### src/rtl/rca_seq_add_ctrl_pkg.sv
// Shared constants, FSM encoding and helpers for the sequential ripple-carry add/sub controller.
package rca_seq_pkg;

    // Width of the single ripple-carry slice that is reused every cycle.
    localparam int CHUNK = 4;

    typedef enum logic [1:0] {
        IDLE = 2'd0,
        RUN  = 2'd1,
        DONE = 2'd2
    } state_t;

    // Bits needed to count 0..n-1; never less than one bit so the counter always exists.
    function automatic int clog2(input int n);
        int w;
        w = 1;
        while ((1 << w) < n) begin
            w = w + 1;
        end
        return w;
    endfunction

endpackage

### src/rtl/rca_seq_add_ctrl_if.sv
// Request/result handshake bundle between producer, controller and consumer.
interface rca_seq_add_ctrl_if #(
    parameter int WIDTH = 16
);
    logic             in_valid;
    logic             in_ready;
    logic [WIDTH-1:0] in_a;
    logic [WIDTH-1:0] in_b;
    logic             in_sub;
    logic             out_valid;
    logic             out_ready;
    logic [WIDTH-1:0] out_sum;
    logic             out_carry;
    logic             out_ovf;
    logic             busy;

    // Controller side.
    modport slave (
        input  in_valid, in_a, in_b, in_sub, out_ready,
        output in_ready, out_valid, out_sum, out_carry, out_ovf, busy
    );

    // Producer/consumer side.
    modport master (
        output in_valid, in_a, in_b, in_sub, out_ready,
        input  in_ready, out_valid, out_sum, out_carry, out_ovf, busy
    );
endinterface

### src/rtl/rca_seq_add_ctrl_rca4_cin.sv
// 4-bit ripple-carry slice with explicit carry-in, chained from single-bit full adders.
module full_adder (
    input  logic a,
    input  logic b,
    input  logic cin,
    output logic sum,
    output logic cout
);
    assign sum  = a ^ b ^ cin;
    assign cout = (a & b) | (cin & (a ^ b));
endmodule

module rca4_cin
    import rca_seq_pkg::*;
(
    input  logic [CHUNK-1:0] a,
    input  logic [CHUNK-1:0] b,
    input  logic             cin,
    output logic [CHUNK-1:0] sum,
    output logic             cout
);
    logic [CHUNK:0] c;

    assign c[0] = cin;

    generate
        for (genvar gi = 0; gi < CHUNK; gi++) begin : g_bit
            full_adder u_fa (
                .a   (a[gi]),
                .b   (b[gi]),
                .cin (c[gi]),
                .sum (sum[gi]),
                .cout(c[gi+1])
            );
        end
    endgenerate

    assign cout = c[CHUNK];
endmodule

### src/rtl/rca_seq_add_ctrl.sv
// Time-multiplexed WIDTH-bit add/subtract: one 4-bit slice walks the operands LSB chunk first,
// with the inter-chunk carry held in a register between cycles.
module rca_seq_add_ctrl
    import rca_seq_pkg::*;
#(
    parameter int WIDTH = 16
) (
    input  logic                clk,
    input  logic                rst,
    rca_seq_add_ctrl_if.slave   bus
);
    localparam int NCH   = WIDTH / CHUNK;
    localparam int IDX_W = clog2(NCH);
    localparam int MSB   = WIDTH - 1;
    localparam logic [IDX_W-1:0] LAST_IDX = IDX_W'(NCH - 1);

    generate
        if ((WIDTH % CHUNK) != 0 || WIDTH < 8) begin : g_bad_width
            $error("rca_seq_add_ctrl: WIDTH must be a multiple of 4 and at least 8");
        end
    endgenerate

    state_t           state_reg;
    logic [WIDTH-1:0] a_reg;
    logic [WIDTH-1:0] b_reg;
    logic             cy_reg;
    logic [IDX_W-1:0] idx_reg;
    logic [WIDTH-1:0] sum_reg;
    logic             carry_reg;
    logic             ovf_reg;
    logic             valid_reg;
    logic             busy_reg;

    logic [CHUNK-1:0] slice_sum;
    logic             slice_cout;

    rca4_cin u_slice (
        .a   (a_reg[idx_reg*CHUNK +: CHUNK]),
        .b   (b_reg[idx_reg*CHUNK +: CHUNK]),
        .cin (cy_reg),
        .sum (slice_sum),
        .cout(slice_cout)
    );

    // Sequencer: latch operands on accept, run one chunk per cycle, hold the result until taken.
    always_ff @(posedge clk or posedge rst) begin
        if (rst) begin
            state_reg <= IDLE;
            a_reg     <= '0;
            b_reg     <= '0;
            cy_reg    <= 1'b0;
            idx_reg   <= '0;
            sum_reg   <= '0;
            carry_reg <= 1'b0;
            ovf_reg   <= 1'b0;
            valid_reg <= 1'b0;
            busy_reg  <= 1'b0;
        end else begin
            case (state_reg)
                IDLE: begin
                    if (bus.in_valid) begin
                        // Subtract is A + ~B + 1: invert B here and seed the carry with 1.
                        a_reg     <= bus.in_a;
                        b_reg     <= bus.in_sub ? ~bus.in_b : bus.in_b;
                        cy_reg    <= bus.in_sub;
                        idx_reg   <= '0;
                        sum_reg   <= '0;
                        busy_reg  <= 1'b1;
                        state_reg <= RUN;
                    end
                end
                RUN: begin
                    sum_reg[idx_reg*CHUNK +: CHUNK] <= slice_sum;
                    cy_reg  <= slice_cout;
                    idx_reg <= idx_reg + 1'b1;
                    if (idx_reg == LAST_IDX) begin
                        // The top chunk's slice output gives both flags directly.
                        carry_reg <= slice_cout;
                        ovf_reg   <= (a_reg[MSB] == b_reg[MSB]) &&
                                     (slice_sum[CHUNK-1] != a_reg[MSB]);
                        valid_reg <= 1'b1;
                        state_reg <= DONE;
                    end
                end
                DONE: begin
                    if (bus.out_ready) begin
                        valid_reg <= 1'b0;
                        busy_reg  <= 1'b0;
                        state_reg <= IDLE;
                    end
                end
                default: begin
                    state_reg <= IDLE;
                end
            endcase
        end
    end

    assign bus.in_ready  = (state_reg == IDLE);
    assign bus.out_valid = valid_reg;
    assign bus.out_sum   = sum_reg;
    assign bus.out_carry = carry_reg;
    assign bus.out_ovf   = ovf_reg;
    assign bus.busy      = busy_reg;
endmodule

### src/flat_wrapper.sv
// flat-port wrapper written by rule: the top's interface ports become plain ports
module rca_seq_add_ctrl_flat import rca_seq_pkg::*;
#(
    parameter int WIDTH = 16
)
  (clk, rst, bus_in_valid, bus_in_a, bus_in_b, bus_in_sub, bus_out_ready, bus_in_ready, bus_out_valid, bus_out_sum, bus_out_carry, bus_out_ovf, bus_busy);
  rca_seq_add_ctrl_if #(.WIDTH(WIDTH)) bus_i ();
  input  logic clk;
  input  logic rst;
  input wire logic [$bits(bus_i.in_valid)-1:0] bus_in_valid;
  input wire logic [$bits(bus_i.in_a)-1:0] bus_in_a;
  input wire logic [$bits(bus_i.in_b)-1:0] bus_in_b;
  input wire logic [$bits(bus_i.in_sub)-1:0] bus_in_sub;
  input wire logic [$bits(bus_i.out_ready)-1:0] bus_out_ready;
  output wire logic [$bits(bus_i.in_ready)-1:0] bus_in_ready;
  output wire logic [$bits(bus_i.out_valid)-1:0] bus_out_valid;
  output wire logic [$bits(bus_i.out_sum)-1:0] bus_out_sum;
  output wire logic [$bits(bus_i.out_carry)-1:0] bus_out_carry;
  output wire logic [$bits(bus_i.out_ovf)-1:0] bus_out_ovf;
  output wire logic [$bits(bus_i.busy)-1:0] bus_busy;
  assign bus_i.in_valid = bus_in_valid;
  assign bus_i.in_a = bus_in_a;
  assign bus_i.in_b = bus_in_b;
  assign bus_i.in_sub = bus_in_sub;
  assign bus_i.out_ready = bus_out_ready;
  assign bus_in_ready = bus_i.in_ready;
  assign bus_out_valid = bus_i.out_valid;
  assign bus_out_sum = bus_i.out_sum;
  assign bus_out_carry = bus_i.out_carry;
  assign bus_out_ovf = bus_i.out_ovf;
  assign bus_busy = bus_i.busy;
  rca_seq_add_ctrl #(.WIDTH(WIDTH)) u_core (.clk(clk), .rst(rst), .bus(bus_i));
endmodule
### config.mk
export PLATFORM = sky130hd
export DESIGN_NAME = rca_seq_add_ctrl_flat
export DESIGN_NICKNAME = d
export VERILOG_FILES = /design/src/rtl/rca_seq_add_ctrl_pkg.sv /design/src/rtl/rca_seq_add_ctrl_if.sv /design/src/rtl/rca_seq_add_ctrl_rca4_cin.sv /design/src/rtl/rca_seq_add_ctrl.sv /design/src/flat_wrapper.sv
export SDC_FILE = /design/constraint.sdc
export NUM_CORES = 1
export LEC_CHECK = 0
export CORE_ASPECT_RATIO = 1.75
export CORE_MARGIN = 1
export CORE_UTILIZATION = 45
export CTS_CLUSTER_DIAMETER = 30
export CTS_CLUSTER_SIZE = 40
export DETAILED_ROUTE_END_ITERATION = 6
export PLACE_DENSITY_LB_ADDON = 0.08
export SKIP_CTS_REPAIR_TIMING = 1
export SYNTH_ARGS = -nofsm -noshare
export SYNTH_HDL_FRONTEND = slang
export SYNTH_SLANG_ARGS = --single-unit
export TNS_END_PERCENT = 20
### constraint.sdc
create_clock -name clk -period 8.62 [get_ports clk]
set_clock_uncertainty 0.15 [all_clocks]
set_input_delay 1.724 -clock clk [delete_from_list [all_inputs] [get_ports clk]]
set_output_delay 1.724 -clock clk [all_outputs]
set_load 0.02 [all_outputs]
==> flow_summary.yaml, run 1 <==
drt:
  routedWlPerCell_um: 14.6
  ant_nets: 0
  viasPerCell: 5.14
  drc: 0
  drtIter0Drc: 83
  routed_wl_mm: 5.73
  first_pass_iters: 4
  vias: 2027
min_path:
  hold_class: "reg -> reg"
die:
  num_rows: 37
  core_sq_um: 5880
  die_h_um: 106
  start_util: 0.470
  num_io_pins: 58
  die_area_sq_um: 6470
  fp.dieW_um: 61.3
layout:
  drive_gt1_frac: 0.0854
  finalNetCount: 357
  diodes: 0
  fin_cells: 394
  area_delta_synth_final_pct: 27.7
pwr:
  combPwrFrac: 0.494
  power_uw: 1370
  leakage_uw: 0.00158
  p_per_area_nw_per_um2: 388
  ir_drop_mv: 0.178
  sw_frac_of_total: 0.411
  p_int_uw: 808
  p_switching_uw: 564
  clkPwrFrac: 0.150
  power_frac_seq: 0.356
logic_synthesis:
  synthFlopType: "dfrtp_1"
  synthSimpleGateAreaFrac: 0.163
  synth-edff-count: 0
  netlist_instances: 257
  ys_warn_count: 0
  synth-async-reset-ratio: 1.00
  syn_avg_cell_area_sq_um: 10.8
  seq_area_frac_synth: 0.516
  synth-xor-area-share: 0.0507
  synth_cell_types: 34
  muxShareOfSynthArea: 0.0692
  synth_fa_ha_area_frac: 0.0471
  synth-compound-area-share: 0.111
  synth-seq-cells: 57
  synth_top_family_by_area: "simple AND/OR/NAND/NOR gates"
  synth_area_sq_um: 2770
  syn_nets: 302
clock_network:
  numCtsBuffers: 9
  root_buffer: "clkbuf_8"
  cts.sinks: 57
  cts_tree: "yes"
  clk_pin_slew_worst_paths_ns: 0.06
  clk_latency_ns: 0.33
  cts_max_level: 3
  ctsLongestPathBuffers: 2
timing:
  setup_ws_ns: 5.05
  finalMaxSlewViolations: 0
  fin_crit_sh: 0.414
  fmax_ghz: 0.280
  final.setup.tns_ns: 0
  relSlewSlack: 0.376
  period_minus_slack_ns: 3.57
  finalHoldViolations: 0
  hold_ws_ns: 0.324
  rsz0062_at_grt: "false"
  worst_pin_slew_ns: 0.933
  setup_viol: 0
placed_design:
  dp_hpwl_mm: 4.22
  portBuffers: 57
  gp_congestion: 0.797
  pre_cts_slack_ns: 5.02
  place_inst: 379
critical_path:
  critical_path_class: "reg -> reg"
  cp.arrival_ns: 3.67
  cp-start-kind: "register"
  critical_path_required_ns: 8.72
  endpoint_kind: "register"
  cp_max_fo: 17
status:
  status: "finished, final reports clean"
global_route:
  antenna_found_initial: 0
  track_usage: 0.212
  grt_pass1_wl_mm: 9.91
  grt_max_degree: 58
  grt_overflow_total: 0
  grt_pass1_vias: 2101
flow_run:
  cap_violations: 0
==> metal layers <==
layer  share of wire  global-route usage  vias to the layer above
met4           0.026              0.0893                        0
met3           0.028              0.0454                       12
met5               0                   0                        -
met2            0.56               0.361                       47
li1                -                   -                      977
met1            0.38               0.245                      991
==> synth_stat cells, types with 2 or more instances <==
library cell / number / area (sq um)
inv_1: 11 / 41.3
a21o_1: 4 / 30.0
mux4_2: 8 / 180
clkbuf_1: 2 / 7.51
fa_1: 4 / 80.1
nor4b_1: 2 / 17.5
a21oi_1: 2 / 10.0
dfrtp_1: 57 / 1430
nand2_1: 71 / 267
xnor2_1: 16 / 140
buf_2: 11 / 55.1
buf_4: 2 / 15.0
nand4b_1: 2 / 17.5
a22o_1: 8 / 70.1
ha_1: 4 / 50.1
o21ai_1: 16 / 80.1
nand3b_1: 2 / 15.0
nand2b_1: 4 / 25.0
o21ai_0: 6 / 30.0
nor2b_1: 4 / 25.0
o2bb2ai_1: 8 / 70.1
==> path summary, 6_finish.rpt <==
check / from / to / slack [ns] / depth (start not counted)
hold / removal: u_core.a_reg[8] / u_core.a_reg[8] / 0.32 / 2
min in group asynchronous: rst / u_core.bus.out_valid / 1.76 / 3
max in group asynchronous: rst / u_core.idx_reg[0] / 6.09 / 3
hold reg to reg: u_core.a_reg[8] / u_core.a_reg[8] / 0.32 / 2
setup reg to reg: u_core.idx_reg[0] / u_core.bus.out_ovf / 5.05 / 12
setup / recovery: u_core.idx_reg[0] / u_core.bus.out_ovf / 5.05 / 12
==> cell type report <==
| cell class | count | area (sq um) |
|---|---|---|
| Inverter | 11 | 41.3 |
| Clock inverter | 4 | 20.0 |
| Sequential cell | 57 | 1430 |
| Tap cell | 78 | 97.6 |
| Clock buffer | 11 | 141 |
| Timing Repair Buffer | 59 | 586 |
| Multi-Input combinational cell | 174 | 1220 |
| Fill cell | 547 | 2350 |
==> worst max-delay path: stages (launching register included) <==
cell and delay, ns:
dfrtp_1 0.79, mux4_2 0.58, inv_1 0.09, fa_1 0.16, inv_1 0.05, fa_1 0.35, inv_1 0.07, fa_1 0.16
inv_1 0.05, fa_1 0.64, nor3b_1 0.22, a21oi_1 0.06, o21ai_0 0.13
==> cell families after synthesis <==
| logic type | count (synthesis) |
|---|---|
| flops | 57 |
| mux | 9 |
| fa+ha+maj | 8 |
| buf+inv | 26 |
| xor+xnor | 16 |
| simple gates | 95 |
| compound gates | 46 |
==> through the flow <==
step,util,cell area (sq um)
global placement,0.573,3370
global route,0.601,3530
detailed placement,0.573,3370
floorplan,-,2770
finish,0.601,3530
CTS,0.601,3530
==> placed cells by master (no fill, tap or decap), types with 2 or more instances in the layout <==
cell	synthesis	routed
a21o_1	4	4
nor4b_1	2	2
clkbuf_8	0	10
nand2_1	71	71
nand2b_1	4	4
clkdlybuf4s50_1	0	57
dfrtp_1	57	57
mux4_2	8	8
o21ai_1	16	16
fa_1	4	4
nand4b_1	2	2
buf_4	2	2
ha_1	4	4
o21ai_0	6	6
inv_1	11	10
o2bb2ai_1	8	8
nand3b_1	2	2
xnor2_1	16	16
a22o_1	8	8
clkinv_2	0	4
a21oi_1	2	2
nor2b_1	4	4
==> power by group through the flow <==
stage / Sequential [uW] / Clock [uW] / Combinational, uW
after floorplan: 479 / 0 / 463
after global placement: 495 / 0 / 671
after detailed placement: 496 / 0 / 687
after CTS: 492 / 210 / 690
after global routing: 510 / 223 / 756
final: 488 / 205 / 678
Note: power is estimated with default switching activity, not from simulation.
==> inputs of run 2 (changes only) <==
clock period = 3.35 ns   (was 8.62 ns; I/O delays follow)
==> run 2 against run 1 <==
Effect of this change: highest routed layer unchanged; hold slack worse by 0.0031 ns; die area unchanged; sequential cell count did not move.
==> flow_summary.yaml, run 2 (synthesis results as in run 1) <==
status:
  status: "finished, final reports clean"
timing:
  worst_pin_slew_ns: 0.891
  period_minus_slack_ns: 3.05
  finalHoldViolations: 0
  rsz0062_at_grt: "false"
  final.setup.tns_ns: 0
  fmax_ghz: 0.327
  fin_crit_sh: 0.911
  finalMaxSlewViolations: 0
  setup_viol: 0
  relSlewSlack: 0.404
placed_design:
  place_inst: 385
  dp_hpwl_mm: 4.61
  place_area_sq_um: 3420
  gp_congestion: 0.830
  portBuffers: 57
critical_path:
  cp.arrival_ns: 3.16
  rr_worst_depth: 12
  cp_max_fo: 4
  critical_path_required_ns: 3.46
  r2r-end: "u_core.bus.out_ovf"
  cp-start-kind: "register"
  r2r_setup_slack_ns: 0.30
  critical_path_class: "reg -> reg"
  crit_path_start: "u_core.idx_reg[0]"
  reg2reg_from: "u_core.idx_reg[0]"
  endpoint_kind: "register"
  crit_end: "u_core.bus.out_ovf"
clock_network:
  clk_pin_slew_worst_paths_ns: 0.07
  cts.sinks: 57
  numCtsBuffers: 9
  root_buffer: "clkbuf_8"
  clk_latency_ns: 0.34
  cts_tree: "yes"
  cts_max_level: 3
  ctsLongestPathBuffers: 2
die:
  num_rows: 37
  start_util: 0.470
  num_io_pins: 58
  fp.dieW_um: 61.3
  die_h_um: 106
  core_sq_um: 5880
  die_area_sq_um: 6470
layout:
  layout_commonest_cell: "nand2_1"
  diodes: 0
  finalNetCount: 363
  ff_latch_area_sq_um: 1430
  multi_input_area_sq_um: 1220
  area_delta_synth_final_pct: 30.6
  design_area_sq_um: 3610
  final_cell_mix: "nand2_1, clkdlybuf4s50_1, dfrtp_1, xnor2_1, o21ai_1"
  fill_cells: 545
  fin_cells: 401
  drive_gt1_frac: 0.105
pwr:
  p_per_area_nw_per_um2: 1030
  leakage_uw: 0.00162
  power_uw: 3720
  ir_drop_mv: 0.448
global_route:
  grt_max_degree: 51
  antenna_found_initial: 0
  grt_pass1_wl_mm: 10.0
  grt_overflow_total: 0
  track_usage: 0.223
  grt_pass1_vias: 2105
drt:
  routed_wl_mm: 6.00
  vias: 1988
  drc: 0
  drtIter0Drc: 92
  viasPerCell: 4.96
  routedWlPerCell_um: 15.0
  ant_nets: 0
  first_pass_iters: 4
min_path:
  hold_class: "reg -> reg"
flow_run:
  cap_violations: 0
==> run 2: worst min-delay path by stage <==
stage                           from          endpoint  slack, ns  depth (start not counted)
floorplan            u_core.a_reg[6]   u_core.a_reg[6]       0.29                          2
global placement    u_core.a_reg[12]  u_core.a_reg[12]       0.31                          2
detailed placement  u_core.a_reg[11]  u_core.a_reg[11]       0.31                          2
CTS                 u_core.a_reg[11]  u_core.a_reg[11]       0.33                          2
global route         u_core.a_reg[1]   u_core.a_reg[1]       0.35                          2
finish              u_core.a_reg[11]  u_core.a_reg[11]       0.32                          2
==> run 2: stage by stage <==
step / util / setup slack, ns / hold WS [ns]
6_report: 0.614 / 0.296 / 0.321
5_1_grt: 0.614 / 0.0916 / 0.350
4_1_cts: 0.614 / 0.284 / 0.327
3_5_place_dp: 0.581 / 0.297 / 0.312
3_3_place_gp: 0.581 / 0.389 / 0.308
2_1_floorplan: - / 0.320 / 0.290
==> run 2: area by class of cell <==
type,count,area share
Tap cell,78,0.0270
Inverter,11,0.0114
Clock buffer,11,0.0391
Multi-Input combinational cell,174,0.338
Timing Repair Buffer,65,0.175
Clock inverter,5,0.0152
Sequential cell,57,0.395
==> run 2: worst max-delay path, stage by stage (launching register included) <==
cell	delay [ns]
dfrtp_1	0.43
mux4_2	0.51
inv_1	0.09
fa_1	0.18
inv_1	0.05
fa_1	0.35
inv_1	0.07
fa_1	0.16
inv_1	0.05
fa_1	0.52
nor3b_1	0.19
a21oi_1	0.06
o21ai_0	0.15
==> run 2: layer usage <==
layer	global-route usage	routed length [um]	vias to the layer above
met2	0.385	3420	44
met3	0.0515	164	14
met1	0.234	2250	941
li1	-	-	989
met5	0	0	-
met4	0.123	168	0
==> run 2: power breakdown <==
part	total, uW	switching, uW	internal [uW]
registers	1220	232	990
clock network	637	276	361
logic	1860	988	875
==> inputs of run 3 (changes only) <==
CORE_UTILIZATION = 41   (was 45)
==> run 3 against run 2 <==
Effect of this change: non-clock buffer count decreased by 1; final cell count increased by 0.50%; count of clock-buffer cells in the layout increased by 1; combinational power down 2%; sequential share of layout area fell by 0.90 points; core utilization fell by 4.9 points; critical path depth unchanged; via count hardly changed; power increased by 5.0%.
==> flow_summary.yaml, run 3 (synthesis results as in run 1) <==
timing:
  fin_crit_sh: 0.900
  fmax_ghz: 0.332
  final.setup.tns_ns: 0
  setup_viol: 0
  period_minus_slack_ns: 3.01
  finalHoldViolations: 0
  rsz0062_at_grt: "false"
  finalMaxSlewViolations: 0
  setup_ws_ns: 0.335
  worst_pin_slew_ns: 0.921
  relSlewSlack: 0.384
layout:
  layout_commonest_cell: "nand2_1"
  fill_cells: 610
  area_delta_synth_final_pct: 33.8
  drive_gt1_frac: 0.106
  final_cell_mix: "nand2_1, clkdlybuf4s50_1, dfrtp_1, xnor2_1, o21ai_1"
  finalNetCount: 362
  diodes: 0
pwr:
  p_per_area_nw_per_um2: 1060
  power_frac_seq: 0.318
  ir_drop_mv: 0.468
  p_switching_uw: 1500
  clkPwrFrac: 0.216
  p_int_uw: 2410
  leakage_uw: 0.00166
  combPwrFrac: 0.466
  sw_frac_of_total: 0.383
clock_network:
  numCtsBuffers: 9
  cts_tree: "yes"
  root_buffer: "clkbuf_16"
  cts_max_level: 3
  cts.sinks: 57
  clk_latency_ns: 0.32
  clk_pin_slew_worst_paths_ns: 0.05
  ctsLongestPathBuffers: 2
global_route:
  antenna_found_initial: 0
  track_usage: 0.188
  grt_pass1_wl_mm: 9.95
  grt_overflow_total: 0
  grt_pass1_vias: 2037
  grt_max_degree: 51
critical_path:
  cp-start-kind: "register"
  slowest_delay_ns: 0.52
  endpoint_kind: "register"
  critical_path_required_ns: 3.43
  cp.arrival_ns: 3.10
  rr_worst_depth: 12
  cp_slowest_cell: "mux4_2"
  critical_path_class: "reg -> reg"
  cp_max_fo: 5
  path_cells: "mux4_2 > inv_1 > fa_1 > inv_1 > fa_1 > inv_1 > fa_1 > inv_1 > fa_1 > nor3b_1 > a21oi_1 > o21ai_0"
placed_design:
  dp_hpwl_mm: 4.41
  pre_cts_slack_ns: 0.228
  portBuffers: 57
  gp_congestion: 0.789
die:
  num_io_pins: 58
  die_h_um: 111
  num_rows: 39
  fp.dieW_um: 64.1
  core_sq_um: 6540
  start_util: 0.423
  die_area_sq_um: 7090
drt:
  routedWlPerCell_um: 14.6
  viasPerCell: 4.94
  drtIter0Drc: 86
  drc: 0
  ant_nets: 0
  vias: 1989
  routed_wl_mm: 5.90
  first_pass_iters: 4
min_path:
  min_path_cells: 2
  hold_class: "reg -> reg"
flow_run:
  cap_violations: 0
status:
  status: "finished, final reports clean"
==> run 3: cell count changes in the layout (fill, tap and decap cells not counted), sizes merged <==
| cell | before | now |
|---|---|---|
| clkinv | 2 | 3 |
| bufinv | 1 | 0 |
| buf | 8 | 7 |
| clkbuf | 11 | 12 |
| clkinvlp | 2 | 0 |
==> run 3: final timing paths <==
check                                        from                 end  slack [ns]
worst min register to register    u_core.b_reg[9]     u_core.b_reg[9]        0.33
min in group asynchronous                     rst     u_core.a_reg[0]        0.53
max in group asynchronous                     rst    u_core.b_reg[10]        1.90
worst max-delay path            u_core.idx_reg[0]  u_core.bus.out_ovf        0.34
worst max register to register  u_core.idx_reg[0]  u_core.bus.out_ovf        0.34
worst min-delay path              u_core.b_reg[9]     u_core.b_reg[9]        0.33
==> run 3: area by class of cell <==
cell class | count | area (sq um) | area share
timing repair buffer | 64 | 627 | 0.169
inverter | 11 | 41.3 | 0.0112
sequential | 57 | 1430 | 0.386
clock inverter | 3 | 15.0 | 0.00406
multi-input combinational | 174 | 1220 | 0.330
tap | 82 | 103 | 0.0277
clock buffer | 12 | 267 | 0.0720
==> run 3: worst max-delay path: cells and delay by family, from the launching register on <==
kind                     cells  cell delay [ns]
adder cells (fa/ha/maj)      4             1.17
AND/OR/NAND/NOR              1             0.20
AO/OA/AOI/OAI                2             0.21
multiplexers                 1             0.52
buffers and inverters        4             0.26
flip-flops                   1             0.42
==> run 3: power groups by stage <==
stage / clock network [uW] / logic (uW) / registers (uW)
floorplan: 0 / 1190 / 1230
global placement: 0 / 1830 / 1250
detailed placement: 0 / 1830 / 1250
CTS: 861 / 1840 / 1250
global route: 890 / 2030 / 1280
finish: 843 / 1820 / 1240
==> run 3: routing by layer <==
metal  track usage  vias to the layer above  share of wire
li1              -                      993              -
met1         0.208                      946           0.41
met2         0.335                       41           0.54
met3        0.0372                        9          0.024
met4        0.0879                        0          0.021
met5             0                        -              0
==> run 3: metrics by stage <==
| stage | instance area, sq um | util | power [uW] | instances | hold slack, ns |
|---|---|---|---|---|---|
| after CTS | 3690 | 0.565 | 3950 | 403 | 0.335 |
| after detailed placement | 3410 | 0.522 | 3090 | 388 | 0.324 |
| after floorplan | 2770 | - | 2420 | 257 | 0.290 |
| after global placement | 3410 | 0.522 | 3080 | 388 | 0.316 |
| after global routing | 3700 | 0.566 | 4200 | 403 | 0.351 |
| final | 3700 | 0.566 | 3910 | 403 | 0.331 |
